## config.mk

```make
export PLATFORM = sky130hd
export DESIGN_NAME = sobel_frame_ctrl_flat
export DESIGN_NICKNAME = d
export VERILOG_FILES = /design/src/rtl/sobel_frame_ctrl_if.sv /design/src/rtl/sobel_frame_ctrl.sv /design/src/flat_wrapper.sv
export SDC_FILE = /design/constraint.sdc
export NUM_CORES = 1
export LEC_CHECK = 0
export CELL_PAD_IN_SITES_DETAIL_PLACEMENT = 1
export CELL_PAD_IN_SITES_GLOBAL_PLACEMENT = 1
export CORE_ASPECT_RATIO = 1.2
export CORE_MARGIN = 2
export CORE_UTILIZATION = 47
export CTS_BUF_LIST = sky130_fd_sc_hd__clkbuf_8
export DETAILED_ROUTE_END_ITERATION = 8
export PLACE_DENSITY_LB_ADDON = 0.3
export SYNTH_ARGS = -nofsm -noshare
export SYNTH_HDL_FRONTEND = slang
export SYNTH_SLANG_ARGS = --single-unit
```

## constraint.sdc

```tcl
create_clock -name HCLK -period 6.5 [get_ports HCLK]
set_clock_uncertainty 0.05 [all_clocks]
set_input_delay 1.3 -clock HCLK [delete_from_list [all_inputs] [get_ports HCLK]]
set_output_delay 1.3 -clock HCLK [all_outputs]
set_load 0.02 [all_outputs]
```

## src/rtl/sobel_frame_ctrl_if.sv

```systemverilog
// Shared memory port between the frame sequencer and the memory.
// One request (read or write) is outstanding at a time and completes on mem_ack.
interface sobel_frame_ctrl_if #(
  parameter int PIX_W = 8
) ();
  logic             mem_ren;
  logic             mem_wen;
  logic [31:0]      mem_addr;
  logic [PIX_W-1:0] mem_wdata;
  logic [PIX_W-1:0] mem_rdata;
  logic             mem_ack;

  modport master (
    output mem_ren, mem_wen, mem_addr, mem_wdata,
    input  mem_rdata, mem_ack
  );

  modport slave (
    input  mem_ren, mem_wen, mem_addr, mem_wdata,
    output mem_rdata, mem_ack
  );
endinterface

```

## src/rtl/sobel_frame_ctrl.sv

```systemverilog
// Frame sequencer for the Sobel core: walks the input image in raster order
// over one memory port, feeds pixels to the line-buffer datapath, and writes
// each edge result back to the centre pixel of every complete 3x3 window.
module sobel_frame_ctrl #(
  parameter int PIX_W = 8,
  parameter int DIM_W = 12
) (
  input  logic                 HCLK,
  input  logic                 HRESET,
  input  logic                 start,
  input  logic [DIM_W-1:0]     width,
  input  logic [DIM_W-1:0]     length,
  input  logic [7:0]           initial_addr_r,
  input  logic [7:0]           initial_addr_w,
  sobel_frame_ctrl_if.master   bus,
  output logic [PIX_W-1:0]     pix_data,
  output logic                 pix_valid,
  output logic                 win_valid,
  input  logic [PIX_W-1:0]     edge_data,
  input  logic                 edge_valid,
  output logic                 busy,
  output logic                 done,
  output logic                 cfg_err
);
  localparam int IW = 2 * DIM_W;

  typedef enum logic [2:0] {
    S_IDLE,
    S_RD,
    S_EDGE,
    S_WR,
    S_DONE
  } state_t;

  state_t           state_q, state_d;

  // frame configuration captured at start
  logic [DIM_W-1:0] w_q;
  logic [IW-1:0]    last_q;
  logic [7:0]       rpage_q, wpage_q;

  // raster position of the pixel being read, and the pending write target
  logic [DIM_W-1:0] x_q, y_q, x_nx, y_nx;
  logic [IW-1:0]    idx_q, idx_nx, cidx_q;
  logic [PIX_W-1:0] wdata_q;

  logic             cfg_ok, is_last, win_hit;
  logic             ren, wen;

  assign cfg_ok  = (width >= DIM_W'(3)) && (length >= DIM_W'(3));
  assign is_last = (idx_q == last_q);
  assign win_hit = (x_q >= DIM_W'(2)) && (y_q >= DIM_W'(2));

  // raster advance: next column, wrapping to the start of the next row
  always_comb begin
    x_nx   = x_q + 1'b1;
    y_nx   = y_q;
    idx_nx = idx_q + 1'b1;
    if (x_q == w_q - 1'b1) begin
      x_nx = '0;
      y_nx = y_q + 1'b1;
    end
  end

  // state register
  always_ff @(posedge HCLK or posedge HRESET) begin
    if (HRESET) state_q <= S_IDLE;
    else        state_q <= state_d;
  end

  // next-state and request/status decode
  always_comb begin
    state_d = state_q;
    ren     = 1'b0;
    wen     = 1'b0;
    busy    = 1'b0;
    done    = 1'b0;
    case (state_q)
      S_IDLE: begin
        if (start && cfg_ok) state_d = S_RD;
      end
      S_RD: begin
        busy = 1'b1;
        ren  = 1'b1;
        if (bus.mem_ack) begin
          if (win_hit)      state_d = S_EDGE;
          else if (is_last) state_d = S_DONE;
        end
      end
      S_EDGE: begin
        busy = 1'b1;
        if (edge_valid) state_d = S_WR;
      end
      S_WR: begin
        busy = 1'b1;
        wen  = 1'b1;
        if (bus.mem_ack) state_d = is_last ? S_DONE : S_RD;
      end
      S_DONE: begin
        done    = 1'b1;
        state_d = S_IDLE;
      end
      default: state_d = S_IDLE;
    endcase
  end

  // memory port: address is the page in the top byte OR'd with the pixel index
  assign bus.mem_ren   = ren;
  assign bus.mem_wen   = wen;
  assign bus.mem_wdata = wdata_q;
  assign bus.mem_addr  = ren ? ({rpage_q, 24'b0} | 32'(idx_q)) :
                         wen ? ({wpage_q, 24'b0} | 32'(cidx_q)) : 32'b0;

  // config latch, raster counters, pixel/window strobes and edge result capture
  always_ff @(posedge HCLK or posedge HRESET) begin
    if (HRESET) begin
      w_q       <= '0;
      last_q    <= '0;
      rpage_q   <= '0;
      wpage_q   <= '0;
      x_q       <= '0;
      y_q       <= '0;
      idx_q     <= '0;
      cidx_q    <= '0;
      wdata_q   <= '0;
      pix_data  <= '0;
      pix_valid <= 1'b0;
      win_valid <= 1'b0;
      cfg_err   <= 1'b0;
    end else begin
      pix_valid <= 1'b0;
      win_valid <= 1'b0;
      cfg_err   <= 1'b0;
      case (state_q)
        S_IDLE: begin
          if (start) begin
            if (cfg_ok) begin
              w_q     <= width;
              last_q  <= IW'(width) * IW'(length) - 1'b1;
              rpage_q <= initial_addr_r;
              wpage_q <= initial_addr_w;
              x_q     <= '0;
              y_q     <= '0;
              idx_q   <= '0;
            end else begin
              cfg_err <= 1'b1;
            end
          end
        end
        S_RD: begin
          if (bus.mem_ack) begin
            pix_data  <= bus.mem_rdata;
            pix_valid <= 1'b1;
            if (win_hit) begin
              // centre of the window whose bottom-right pixel just arrived
              cidx_q    <= idx_q - IW'(w_q) - 1'b1;
              win_valid <= 1'b1;
            end else if (!is_last) begin
              x_q   <= x_nx;
              y_q   <= y_nx;
              idx_q <= idx_nx;
            end
          end
        end
        S_EDGE: begin
          if (edge_valid) wdata_q <= edge_data;
        end
        S_WR: begin
          // counters held through EDGE/WR so the window pixel advances only now
          if (bus.mem_ack && !is_last) begin
            x_q   <= x_nx;
            y_q   <= y_nx;
            idx_q <= idx_nx;
          end
        end
        default: ;
      endcase
    end
  end
endmodule

```

## src/flat_wrapper.sv

```systemverilog
// flat-port wrapper written by rule: the top's interface ports become plain ports
module sobel_frame_ctrl_flat 
#(
  parameter int PIX_W = 8,
  parameter int DIM_W = 12
)
  (HCLK, HRESET, start, width, length, initial_addr_r, initial_addr_w, pix_data, pix_valid, win_valid, edge_data, edge_valid, busy, done, cfg_err, bus_mem_ren, bus_mem_wen, bus_mem_addr, bus_mem_wdata, bus_mem_rdata, bus_mem_ack);
  sobel_frame_ctrl_if #(.PIX_W(PIX_W)) bus_i ();
  input  logic HCLK;
  input  logic HRESET;
  input  logic start;
  input  logic [DIM_W-1:0] width;
  input  logic [DIM_W-1:0] length;
  input  logic [7:0] initial_addr_r;
  input  logic [7:0] initial_addr_w;
  output logic [PIX_W-1:0] pix_data;
  output logic pix_valid;
  output logic win_valid;
  input  logic [PIX_W-1:0] edge_data;
  input  logic edge_valid;
  output logic busy;
  output logic done;
  output logic cfg_err;
  output wire logic [$bits(bus_i.mem_ren)-1:0] bus_mem_ren;
  output wire logic [$bits(bus_i.mem_wen)-1:0] bus_mem_wen;
  output wire logic [$bits(bus_i.mem_addr)-1:0] bus_mem_addr;
  output wire logic [$bits(bus_i.mem_wdata)-1:0] bus_mem_wdata;
  input wire logic [$bits(bus_i.mem_rdata)-1:0] bus_mem_rdata;
  input wire logic [$bits(bus_i.mem_ack)-1:0] bus_mem_ack;
  assign bus_mem_ren = bus_i.mem_ren;
  assign bus_mem_wen = bus_i.mem_wen;
  assign bus_mem_addr = bus_i.mem_addr;
  assign bus_mem_wdata = bus_i.mem_wdata;
  assign bus_i.mem_rdata = bus_mem_rdata;
  assign bus_i.mem_ack = bus_mem_ack;
  sobel_frame_ctrl #(.PIX_W(PIX_W), .DIM_W(DIM_W)) u_core (.HCLK(HCLK), .HRESET(HRESET), .start(start), .width(width), .length(length), .initial_addr_r(initial_addr_r), .initial_addr_w(initial_addr_w), .bus(bus_i), .pix_data(pix_data), .pix_valid(pix_valid), .win_valid(win_valid), .edge_data(edge_data), .edge_valid(edge_valid), .busy(busy), .done(done), .cfg_err(cfg_err));
endmodule
```

==> flow_summary.rst <==
.. list-table::
   :header-rows: 1

   * - Metric
     - Value
   * - Outcome
     - complete, no violations
   * - Number of sinks handled by clock tree synthesis
     - 146
   * - Period utilisation layout
     - 96.57%
   * - Count of cell types in the netlist
     - 72
   * - Hold buffers post-CTS
     - 0
   * - Yosys Warn Count
     - 0
   * - Number of detailed-routing iterations run before antenna repair
     - 5
   * - Number of global-route vias before repair
     - 13320
   * - Element type at the critical path end
     - register
   * - Worst hold stages
     - 2
   * - Most common cell after layout, fill and taps aside
     - sky130_fd_sc_hd__nand2_1
   * - Setup repair after global routing missed its margin
     - false
   * - Min cycle time layout
     - between 6000 and 7000 ps
   * - Maximum clock rate
     - 159.3 MHz
   * - FILL cells
     - approximately 3400
   * - Launch instance of the worst register-to-register path
     - u_core.idx_q[13]
   * - Hold Crit Class
     - register to register
   * - Drt wl/cell
     - 18.81 um
   * - Layout cells sized above 1
     - 10.79%
   * - Most used flip-flop cell after synthesis
     - sky130_fd_sc_hd__dfrtp_1
   * - Commonest non-fill, non-tap cells in the layout
     - 242 x sky130_fd_sc_hd__nand2_1, 203 x sky130_fd_sc_hd__inv_1, 145 x sky130_fd_sc_hd__dfrtp_1
   * - Area of the placeable core
     - 28670 um^2
   * - Overall power of the completed layout
     - 0.008012 W
   * - Clock tree from TritonCTS
     - built
   * - Via-per-instance ratio
     - 5.645
   * - Starting Density
     - 47.52%
   * - Maximum number of pins on one net before global-route repair
     - 87
   * - Hold Violations, Final
     - 0
   * - Actual slew at the worst max-slew pin
     - 1168 ps
   * - Final nets
     - 1998
   * - MaxCap Viol Count
     - 0
   * - Post-synth net total
     - 1842
   * - Share of the yosys chip area belonging to registers
     - 26.82%
   * - Total I/O pin count
     - ~120
   * - Area enclosed by the die boundary
     - 30370 um^2
   * - Number of storage elements in the synthesis netlist
     - around 150
   * - First DRT Iteration DRCs
     - 478
   * - Max FO, Critical Path
     - 4
   * - Total CTS buffers
     - 17
   * - Max-slew headroom at the worst pin
     - 22.14%
   * - Clock root buffer
     - sky130_fd_sc_hd__clkbuf_8
   * - Global route overflow
     - 0
   * - EDFF count, synth
     - 0
   * - Fraction of registers with async set/reset
     - 100.0%
   * - Startpoint kind of the worst setup timing path
     - primary input
   * - Setup Total Neg Slack
     - 0 ps
   * - Wire length of the first global-routing pass
     - 66810 um
   * - Buffers inserted during post-CTS setup optimization
     - 0
   * - Antenna violations before repair
     - 0
   * - Clock latency at the later pin of the worst-skew pair
     - 480 ps
   * - Area growth from synthesis to final layout
     - 19.49%
   * - R2R setup slack
     - 2550 ps
   * - Overall Global Routing Usage
     - 27.14%
   * - Largest buffer count on any clock path
     - 2
   * - DR DRC count
     - 0
   * - Detail Route Antenna Nets
     - 0
   * - Worst reg2reg path depth
     - 7
   * - Data required time at the worst endpoint
     - 6840 ps
   * - Source of the worst hold timing path
     - u_core.rpage_q[2]
   * - FP Rows
     - 68
   * - Static Leak
     - 7.754 nW
   * - Final max-slew violation count
     - 0
   * - Gpl congestion
     - 0.8804
   * - Finish-stage setup viols
     - 0
   * - Clk slew on worst S/H paths
     - ~90 ps
   * - Total half-perimeter wirelength after legalization and detailed placement
     - 31520 um
   * - Die span in y
     - 190.5 um
   * - Maximum vdd drop
     - 0.0002616 V
   * - Deepest level of the CTS H-tree
     - 4
   * - Via count of the routed design
     - 12070
   * - Routed wire length
     - 40220 um
   * - Number of cells produced by synthesis
     - 1583
   * - Overall die width
     - around 160 um
   * - Synthesized area divided by synthesized cell count
     - 8.607 um^2
   * - Hold endpoint
     - u_core.rpage_q[2]
   * - Area of the mapped netlist
     - 13620 um^2
   * - Data arrival time of the critical path
     - approximately 6600 ps
   * - Quantity of I/O buffers inserted on ports
     - 115
   * - Pwr dens
     - 492.1 nW/um^2
   * - Crit Reg-Reg Endpoint
     - u_core.x_q[2]
   * - Crit path kind
     - primary input to register
-- state kept, by name (all words and copies together) (netlist names), 3 cells and up --
register,cells
u_core.pix_data,8
u_core.last_q,24
u_core.rpage_q,8
u_core.y_q,12
u_core.wpage_q,8
u_core.cidx_q,24
u_core.w_q,12
u_core.idx_q,24
u_core.x_q,12
u_core.state_q,3
u_core.bus.mem_wdata,8
-- cell type report --
class	instances	area [um^2]	share of cell area, %
Clock inverter	13	136.4	0.8378
Tap cell	385	481.7	2.959
Timing Repair Buffer	227	2052	12.60
Inverter	202	763.2	4.688
Sequential cell	146	3655	22.45
Multi-Input combinational cell	1145	8927	54.84
Clock buffer	19	261.5	1.606
Antenna cell	1	2.502	0.01537
-- layer usage --
metal / vias to the layer above / share of wire (%) / GRT usage, %
met3: 75 / 3.3 / 3.654
met5: - / 0 / 0
met4: 0 / 2.4 / 9.161
met1: 6146 / 40 / 31.21
met2: 269 / 54 / 51.74
li1: 5579 / - / -
-- how the worst max path moves through the flow --
| stage | start | endpoint | slack, ps | depth (start not counted) |
|---|---|---|---|---|
| 2_1_floorplan | length[3] | u_core.last_q[23] | 140 | 19 |
| 3_3_place_gp | length[2] | u_core.last_q[21] | -300 | 21 |
| 3_5_place_dp | width[7] | u_core.last_q[21] | -500 | 20 |
| 4_1_cts | width[7] | u_core.last_q[21] | 60 | 20 |
| 5_1_grt | width[3] | u_core.last_q[19] | 2 | 20 |
| 6_report | width[3] | u_core.last_q[21] | 220 | 21 |
-- through the flow --
step	std cells	utilization (%)	worst slack (ps)	cell area (um^2)	hold slack, ps
3_5_place_dp	2105	55.08	-502.9	15790	413.1
3_3_place_gp	2105	55.08	-295.8	15790	407.6
6_report	2138	56.78	223.3	16280	430.6
5_1_grt	2137	56.77	1.762	16280	456.2
4_1_cts	2137	56.46	55.22	16190	432.7
2_1_floorplan	1583	-	141.2	13620	395.0
-- synthesized netlist by cell type (8+ instances only) --
cell type | instances | area share, %
sky130_fd_sc_hd__or3_1 | 8 | 0.37
sky130_fd_sc_hd__nor2_1 | 85 | 2.3
sky130_fd_sc_hd__o211ai_1 | 10 | 0.55
sky130_fd_sc_hd__and3_1 | 11 | 0.51
sky130_fd_sc_hd__fa_1 | 109 | 16
sky130_fd_sc_hd__or4_1 | 8 | 0.44
sky130_fd_sc_hd__a21oi_1 | 41 | 1.5
sky130_fd_sc_hd__buf_1 | 10 | 0.28
sky130_fd_sc_hd__o21ai_0 | 85 | 3.1
sky130_fd_sc_hd__nor4_1 | 22 | 1.0
sky130_fd_sc_hd__inv_1 | 202 | 5.6
sky130_fd_sc_hd__mux2i_1 | 38 | 2.8
sky130_fd_sc_hd__xor2_1 | 25 | 1.6
sky130_fd_sc_hd__nand3_1 | 32 | 1.2
sky130_fd_sc_hd__a211oi_1 | 8 | 0.44
sky130_fd_sc_hd__o31ai_1 | 15 | 0.83
sky130_fd_sc_hd__clkbuf_1 | 75 | 2.1
sky130_fd_sc_hd__dfrtp_1 | 146 | 27
sky130_fd_sc_hd__o21a_1 | 8 | 0.44
sky130_fd_sc_hd__nand2_1 | 242 | 6.7
sky130_fd_sc_hd__mux2_2 | 17 | 1.4
sky130_fd_sc_hd__ha_1 | 89 | 8.2
sky130_fd_sc_hd__nor3_1 | 14 | 0.51
sky130_fd_sc_hd__and2_1 | 78 | 3.6
sky130_fd_sc_hd__xnor2_1 | 42 | 2.7
sky130_fd_sc_hd__a31oi_1 | 22 | 1.0
sky130_fd_sc_hd__nand4_1 | 31 | 1.4
sky130_fd_sc_hd__a21o_1 | 11 | 0.61
-- kinds of logic (layout without fill, tap and decap cells) --
kind of cell               after synthesis  after routing  share of synthesized area (%)
and+or+nand+nor                        569            569                          20.25
DFF                                    146            146                          26.82
adders and majority gates              198            198                          24.19
other                                    0              1                              0
buffers and inverters                  292            461                          8.137
AOI/OAI and AO/OA                      256            256                          12.10
muxes                                   55             55                          4.197
xor gates and xnor gates                67             67                          4.307
-- worst max-delay path, cell delays in order --
cell                              delay (ps)
sky130_fd_sc_hd__clkdlybuf4s50_1         410
sky130_fd_sc_hd__and2_1                  160
sky130_fd_sc_hd__fa_1                    540
sky130_fd_sc_hd__inv_1                    60
sky130_fd_sc_hd__fa_1                    540
sky130_fd_sc_hd__inv_1                    50
sky130_fd_sc_hd__ha_1                    330
sky130_fd_sc_hd__fa_1                    490
sky130_fd_sc_hd__inv_1                    50
sky130_fd_sc_hd__fa_1                    550
sky130_fd_sc_hd__inv_1                    50
sky130_fd_sc_hd__ha_1                    300
sky130_fd_sc_hd__or2_2                   290
sky130_fd_sc_hd__a31oi_2                 240
sky130_fd_sc_hd__a2111oi_2                80
sky130_fd_sc_hd__buf_4                   170
sky130_fd_sc_hd__o211a_1                 230
sky130_fd_sc_hd__buf_4                   140
sky130_fd_sc_hd__o31a_1                  260
sky130_fd_sc_hd__o21a_1                  180
sky130_fd_sc_hd__o31ai_1                 210
-- power breakdown --
part	leakage, nW	switching [W]	internal (W)	total, W
clock	0.193	0.000373	0.000360	0.000733
sequential	1.84	0.000344	0.00121	0.00156
combinational	5.73	0.00308	0.00264	0.00572
-- timing repair --
item                       4_1_cts  5_1_grt
setup endpoints to repair        1        6
resized for setup                1       24
pin swaps                        0        4
(Power assumes the default switching activity.)
==> RTL change 1 (same flow settings) <==
Make the reset (`HRESET`) synchronous in 2 clocked blocks.
--- a/src/rtl/sobel_frame_ctrl.sv
+++ b/src/rtl/sobel_frame_ctrl.sv
@@ -63,7 +63,7 @@
   end
 
   // state register
-  always_ff @(posedge HCLK or posedge HRESET) begin
+  always_ff @(posedge HCLK) begin
     if (HRESET) state_q <= S_IDLE;
     else        state_q <= state_d;
   end
@@ -112,7 +112,7 @@
                          wen ? ({wpage_q, 24'b0} | 32'(cidx_q)) : 32'b0;
 
   // config latch, raster counters, pixel/window strobes and edge result capture
-  always_ff @(posedge HCLK or posedge HRESET) begin
+  always_ff @(posedge HCLK) begin
     if (HRESET) begin
       w_q       <= '0;
       last_q    <= '0;
Formal check against the unedited RTL: differs if HRESET is asserted again (counterexample within 4 cycles, from zero or initial values and one cycle with HRESET high); with HRESET held inactive, the same outputs for 4 cycles.
==> RTL change 1 against the original RTL <==
- setup slack got worse by 98 ps
- total power decreased by 29%
- global-route usage increased by 0.44 points
- wire length decreased by 3.5%
- design area shrank 5.5%
- synthesized area is 5.3% lower
- sequential cell count unchanged
- clock power shrank 1%
- critical path type unchanged
- largest cell class unchanged
==> RTL change 1: results (changes against the original RTL) <==
Status
  • Status: complete, no violations

Setup path
  • Critical R2R Capture: u_core.idx_q[17]$_SDFFE_PP0P_
  • R2R setup slack: 3020 ps (+470 ps)
  • RR Startpoint: u_core.x_q[0]$_SDFFE_PP0P_
  • Critical path arrival: 6700 ps (+90 ps)
  • Critical Path End: u_core.last_q[15]$_SDFFE_PP0P_
  • Critical path startpoint: width[6]
  • FF-to-FF path depth: 10 (+3)

Layout
  • Layout cells sized above 1: 8.80% (-2.0 points)
  • Fin nets: 2030 (+1.6%)
  • Area of the multi-input gates: 8910 um2 (-0.20%)
  • Sequential cell area: 2920 um2 (-20%)
  • Inverters: 199 (-1.5%)
  • FILL cells: 3314 (-2.4%)
  • Signal buf overhead: 12.8% (+0.22 points)
  • Clock buf/inv share: 2.59% (+0.14 points)
  • Non-clock buffer count: 223 (-1.8%)
  • Multi-input gates: 1184 (+3.4%)

GRT
  • Vias in the first global route: 13200 (-1.1%)
  • GR Layer Usage met2: 54.0% (+2.2 points)
  • GRT met3 Usage: 2.96% (-0.70 points)
  • Largest net degree at the start of global routing: 55 (-37%)
  • Met1 Use GR: 29.9% (-1.4 points)
  • GR Util All Layers: 27.6% (+0.44 points)
  • First-pass GRT wire length: 63800 um (-4.6%)

Logic synthesis
  • Post-synthesis xor/xnor area fraction: 6.79% (+2.5 points)
  • Distinct cell type count after synthesis: 62 (-14%)
  • Post-synthesis compound-gate area fraction: 11.3% (-0.85 points)
  • Synth area leaders: dfxtp_1 (23%), fa_1 (17%), ha_1 (8.6%)
  • Seq/Total Area, Yosys: 22.7% (-4.2 points)
  • Most used DFF post-synth: dfxtp_1
  • Most frequent cells after synthesis: nand2_1 (266), inv_1 (198), dfxtp_1 (146), nor2_1 (132)
  • Async set or reset register ratio after synthesis: 0% (-100 points)
  • Synth Net Count: 1883 (+2.2%)
  • Mux contribution to synthesized area: 3.41% (-0.78 points)
  • Post-Synth Adder-Cell Area: 25.6% (+1.4 points)

Clock network
  • Clk sinks: 146 (unchanged)
  • Clk_lat worst skew: 460 ps (-20 ps)
  • Num CTS Buffers: 17 (unchanged)
  • Clk pin slew, worst setup/hold paths: 90 ps (about the same)

Power
  • Clock-net power: 0.726 mW (-1%)
  • Sw frac: 44.4% (-2.9 points)
  • Comb pwr share: 69.5% (-1.9 points)
  • P_leak: 6.66 nW (-14%)
  • Overall Power: 5.69 mW (-29%)
  • Worst VDD drop: 0.264 mV (+0.74%)

Timing
  • Least-Margin Pin Slew: 952 ps (-215 ps)
  • Final Worst Setup Slack: 126 ps (-97.5 ps)

Routing
  • Routed via count: 11900 (-1.7%)
  • DRC: 0 (unchanged)
  • First DRT Iteration DRCs: 436 (-8.8%)
  • WL final: 38800 um (-3.5%)
  • First-pass DRT Iterations: 7 (+2)

Placement
  • Placement Cell Area: 14900 um2 (-5.6%)
  • Gpl congestion: 0.864 (-1.9%)
  • Dpl ws: -482 ps (+20.7 ps)
  • Detail Placement HPWL: 31200 um (-1.2%)
RTL change 1: through the flow:
step / utilization (%) / instances
after floorplan: - / 1624
after global placement: 55.0 / 2089
final: 56.8 / 2124
after global routing: 56.8 / 2124
after detailed placement: 55.0 / 2089
after CTS: 56.5 / 2121
RTL change 1: cells by family after synthesis:
logic type / count (synthesis)
mux: 44
compound gates: 235
simple gates: 607
xor+xnor: 100
fa+ha+maj: 198
flops: 146
buf+inv: 294
RTL change 1: worst min path at each step:
stage	slack (ps)	startpoint	depth (start not counted)	endpoint
2_1_floorplan	380	u_core.cidx_q[7]$_SDFFE_PP0P_	2	u_core.cidx_q[7]$_SDFFE_PP0P_
3_3_place_gp	390	u_core.cidx_q[7]$_SDFFE_PP0P_	2	u_core.cidx_q[7]$_SDFFE_PP0P_
3_5_place_dp	400	u_core.rpage_q[4]$_SDFFE_PP0P_	2	u_core.rpage_q[4]$_SDFFE_PP0P_
4_1_cts	410	u_core.rpage_q[4]$_SDFFE_PP0P_	2	u_core.rpage_q[4]$_SDFFE_PP0P_
5_1_grt	430	u_core.cidx_q[4]$_SDFFE_PP0P_	2	u_core.cidx_q[4]$_SDFFE_PP0P_
6_report	410	u_core.cidx_q[4]$_SDFFE_PP0P_	2	u_core.cidx_q[4]$_SDFFE_PP0P_
RTL change 1: timing repair:
| item | in CTS | in global routing |
|---|---|---|
| endpoints found under the setup margin | 0 | 11 |
| endpoints found under the hold margin | 0 | 0 |
| gates resized for setup | 0 | 16 |
| buffers inserted | 0 | 3 |
RTL change 1: layer usage:
layer | vias to the layer above | part of all wire [%] | wire length [um]
met5 | - | 0 | 0
met4 | 0 | 4.0 | 1550
met3 | 107 | 2.4 | 924
met2 | 252 | 54 | 21000
met1 | 5911 | 40 | 15300
li1 | 5596 | - | -
==> RTL change 2 (config.mk and constraints unchanged) <==
Without the edit above. `PIX_W` is set to 8 in 3 places; all go to 6.
--- a/src/rtl/sobel_frame_ctrl_if.sv
+++ b/src/rtl/sobel_frame_ctrl_if.sv
@@ -1,7 +1,7 @@
 // Shared memory port between the frame sequencer and the memory.
 // One request (read or write) is outstanding at a time and completes on mem_ack.
 interface sobel_frame_ctrl_if #(
-  parameter int PIX_W = 8
+  parameter int PIX_W = 6
 ) ();
   logic             mem_ren;
   logic             mem_wen;
--- a/src/rtl/sobel_frame_ctrl.sv
+++ b/src/rtl/sobel_frame_ctrl.sv
@@ -2,7 +2,7 @@
 // over one memory port, feeds pixels to the line-buffer datapath, and writes
 // each edge result back to the centre pixel of every complete 3x3 window.
 module sobel_frame_ctrl #(
-  parameter int PIX_W = 8,
+  parameter int PIX_W = 6,
   parameter int DIM_W = 12
 ) (
   input  logic                 HCLK,
--- a/src/flat_wrapper.sv
+++ b/src/flat_wrapper.sv
@@ -1,7 +1,7 @@
 // flat-port wrapper written by rule: the top's interface ports become plain ports
 module sobel_frame_ctrl_flat 
 #(
-  parameter int PIX_W = 8,
+  parameter int PIX_W = 6,
   parameter int DIM_W = 12
 )
   (HCLK, HRESET, start, width, length, initial_addr_r, initial_addr_w, pix_data, pix_valid, win_valid, edge_data, edge_valid, busy, done, cfg_err, bus_mem_ren, bus_mem_wen, bus_mem_addr, bus_mem_wdata, bus_mem_rdata, bus_mem_ack);
Interface: changed (resized bus_mem_rdata, bus_mem_wdata, edge_data and pix_data); port bits go from 116 to 108. No check against the original RTL was run, so the function may have changed too.
==> RTL change 2 against the original RTL <==
- final cell count is 1.4% lower
- maximum frequency shrank 1.3%
- sequential cell count shrank 4
- wire length up 1.6%
- synthesized area fell by 1.3%
- combinational power up 3%
- sequential power down 4%
- utilization is 0.21 points higher
- clock power grew 2%
- design area fell by 1.7%
- setup slack lost 85 ps
- total power rose by 1.5%
- largest power group unchanged
==> RTL change 2: results (changes against the original RTL) <==
Routing
  • Met3 routed WL: 1070 um (-20%)
  • First DRT Iteration DRCs: 615 (+29%)
  • Vias per cell: 5.61 (-0.61%)
  • Avg WL per Cell: 19.4 um (+3.1%)

Logic synthesis
  • Synth Net Count: 1821 (-1.1%)
  • Mux contribution to synthesized area: 3.77% (-0.43 points)
  • Distinct cell type count after synthesis: 70 (-2.8%)
  • Post-synthesis xor/xnor area fraction: 4.04% (-0.27 points)
  • Post-Synth Adder-Cell Area: 24.5% (+0.32 points)
  • Synth area leaders: dfrtp_1 (26%), fa_1 (16%), ha_1 (8.3%)
  • Mean post-synth cell area: 8.59 um2 (-0.24%)
  • Most frequent cells after synthesis: nand2_1 (234), inv_1 (203), dfrtp_1 (142), fa_1 (109), ha_1 (89)

Power
  • Internal Power: 4.19 mW (-0.62%)
  • Comb pwr: 5.88 mW (+3%)
  • P_leak: 7.81 nW (+0.76%)
  • Worst VDD drop: 0.255 mV (-2.7%)
  • Clock-net power: 0.749 mW (+2%)

Placement
  • Dpl ws: -584 ps (-81.2 ps)
  • Port bufs: 107 (-7.0%)
  • Detail Placement HPWL: 32700 um (+3.6%)
  • Placement Cell Area: 15500 um2 (-2.0%)
  • Cells after DPL: 2073 (-1.5%)
  • Gpl congestion: 0.855 (-2.8%)

Layout
  • Sequential cell area: 3550 um2 (-2.7%)
  • Ant diodes: 0 (-1)
  • Layout cells sized above 1: 10.6% (-0.20 points)
  • FILL cells: 3333 (-1.8%)

GRT
  • First-pass GRT wire length: 65500 um (-1.9%)
  • GRT met3 Usage: 3.36% (-0.29 points)
  • Met1 Use GR: 32.1% (+0.86 points)
  • Vias in the first global route: 12800 (-3.5%)

Setup path
  • Critical path arrival: 6720 ps (+110 ps)
  • Max stage delay on crit path: 580 ps (+30 ps)
  • Critical Path Fanout Max: 5 (+1)

Status
  • Status: complete, no violations

Clock network
  • Post-CTS resize count: 6 (+5)
RTL change 2: path summary, 6_finish.rpt:
path                                                    start                       endpoint  slack (ps)  cells past startpoint
worst max-delay path                                length[9]  u_core.last_q[23]$_DFFE_PP0P_         140                     17
worst min-delay path            u_core.wpage_q[2]$_DFFE_PP0P_  u_core.wpage_q[2]$_DFFE_PP0P_         440                      2
worst max register to register  u_core.state_q[0]$_DFFE_PP0P_  u_core.cidx_q[20]$_DFFE_PP0P_        2590                      8
worst min register to register  u_core.wpage_q[2]$_DFFE_PP0P_  u_core.wpage_q[2]$_DFFE_PP0P_         440                      2
max in group asynchronous                              HRESET      u_core.w_q[4]$_DFFE_PP0P_        3900                      3
min in group asynchronous                              HRESET  u_core.cidx_q[15]$_DFFE_PP0P_        1310                      2
RTL change 2: area by class of cell:
class,instances,area share [%]
tap,379,2.96
inverter,203,4.79
clock inverter,15,1.09
multi-input combinational,1138,55.6
clock buffer,17,1.46
sequential,142,22.2
timing repair buffer,213,11.9
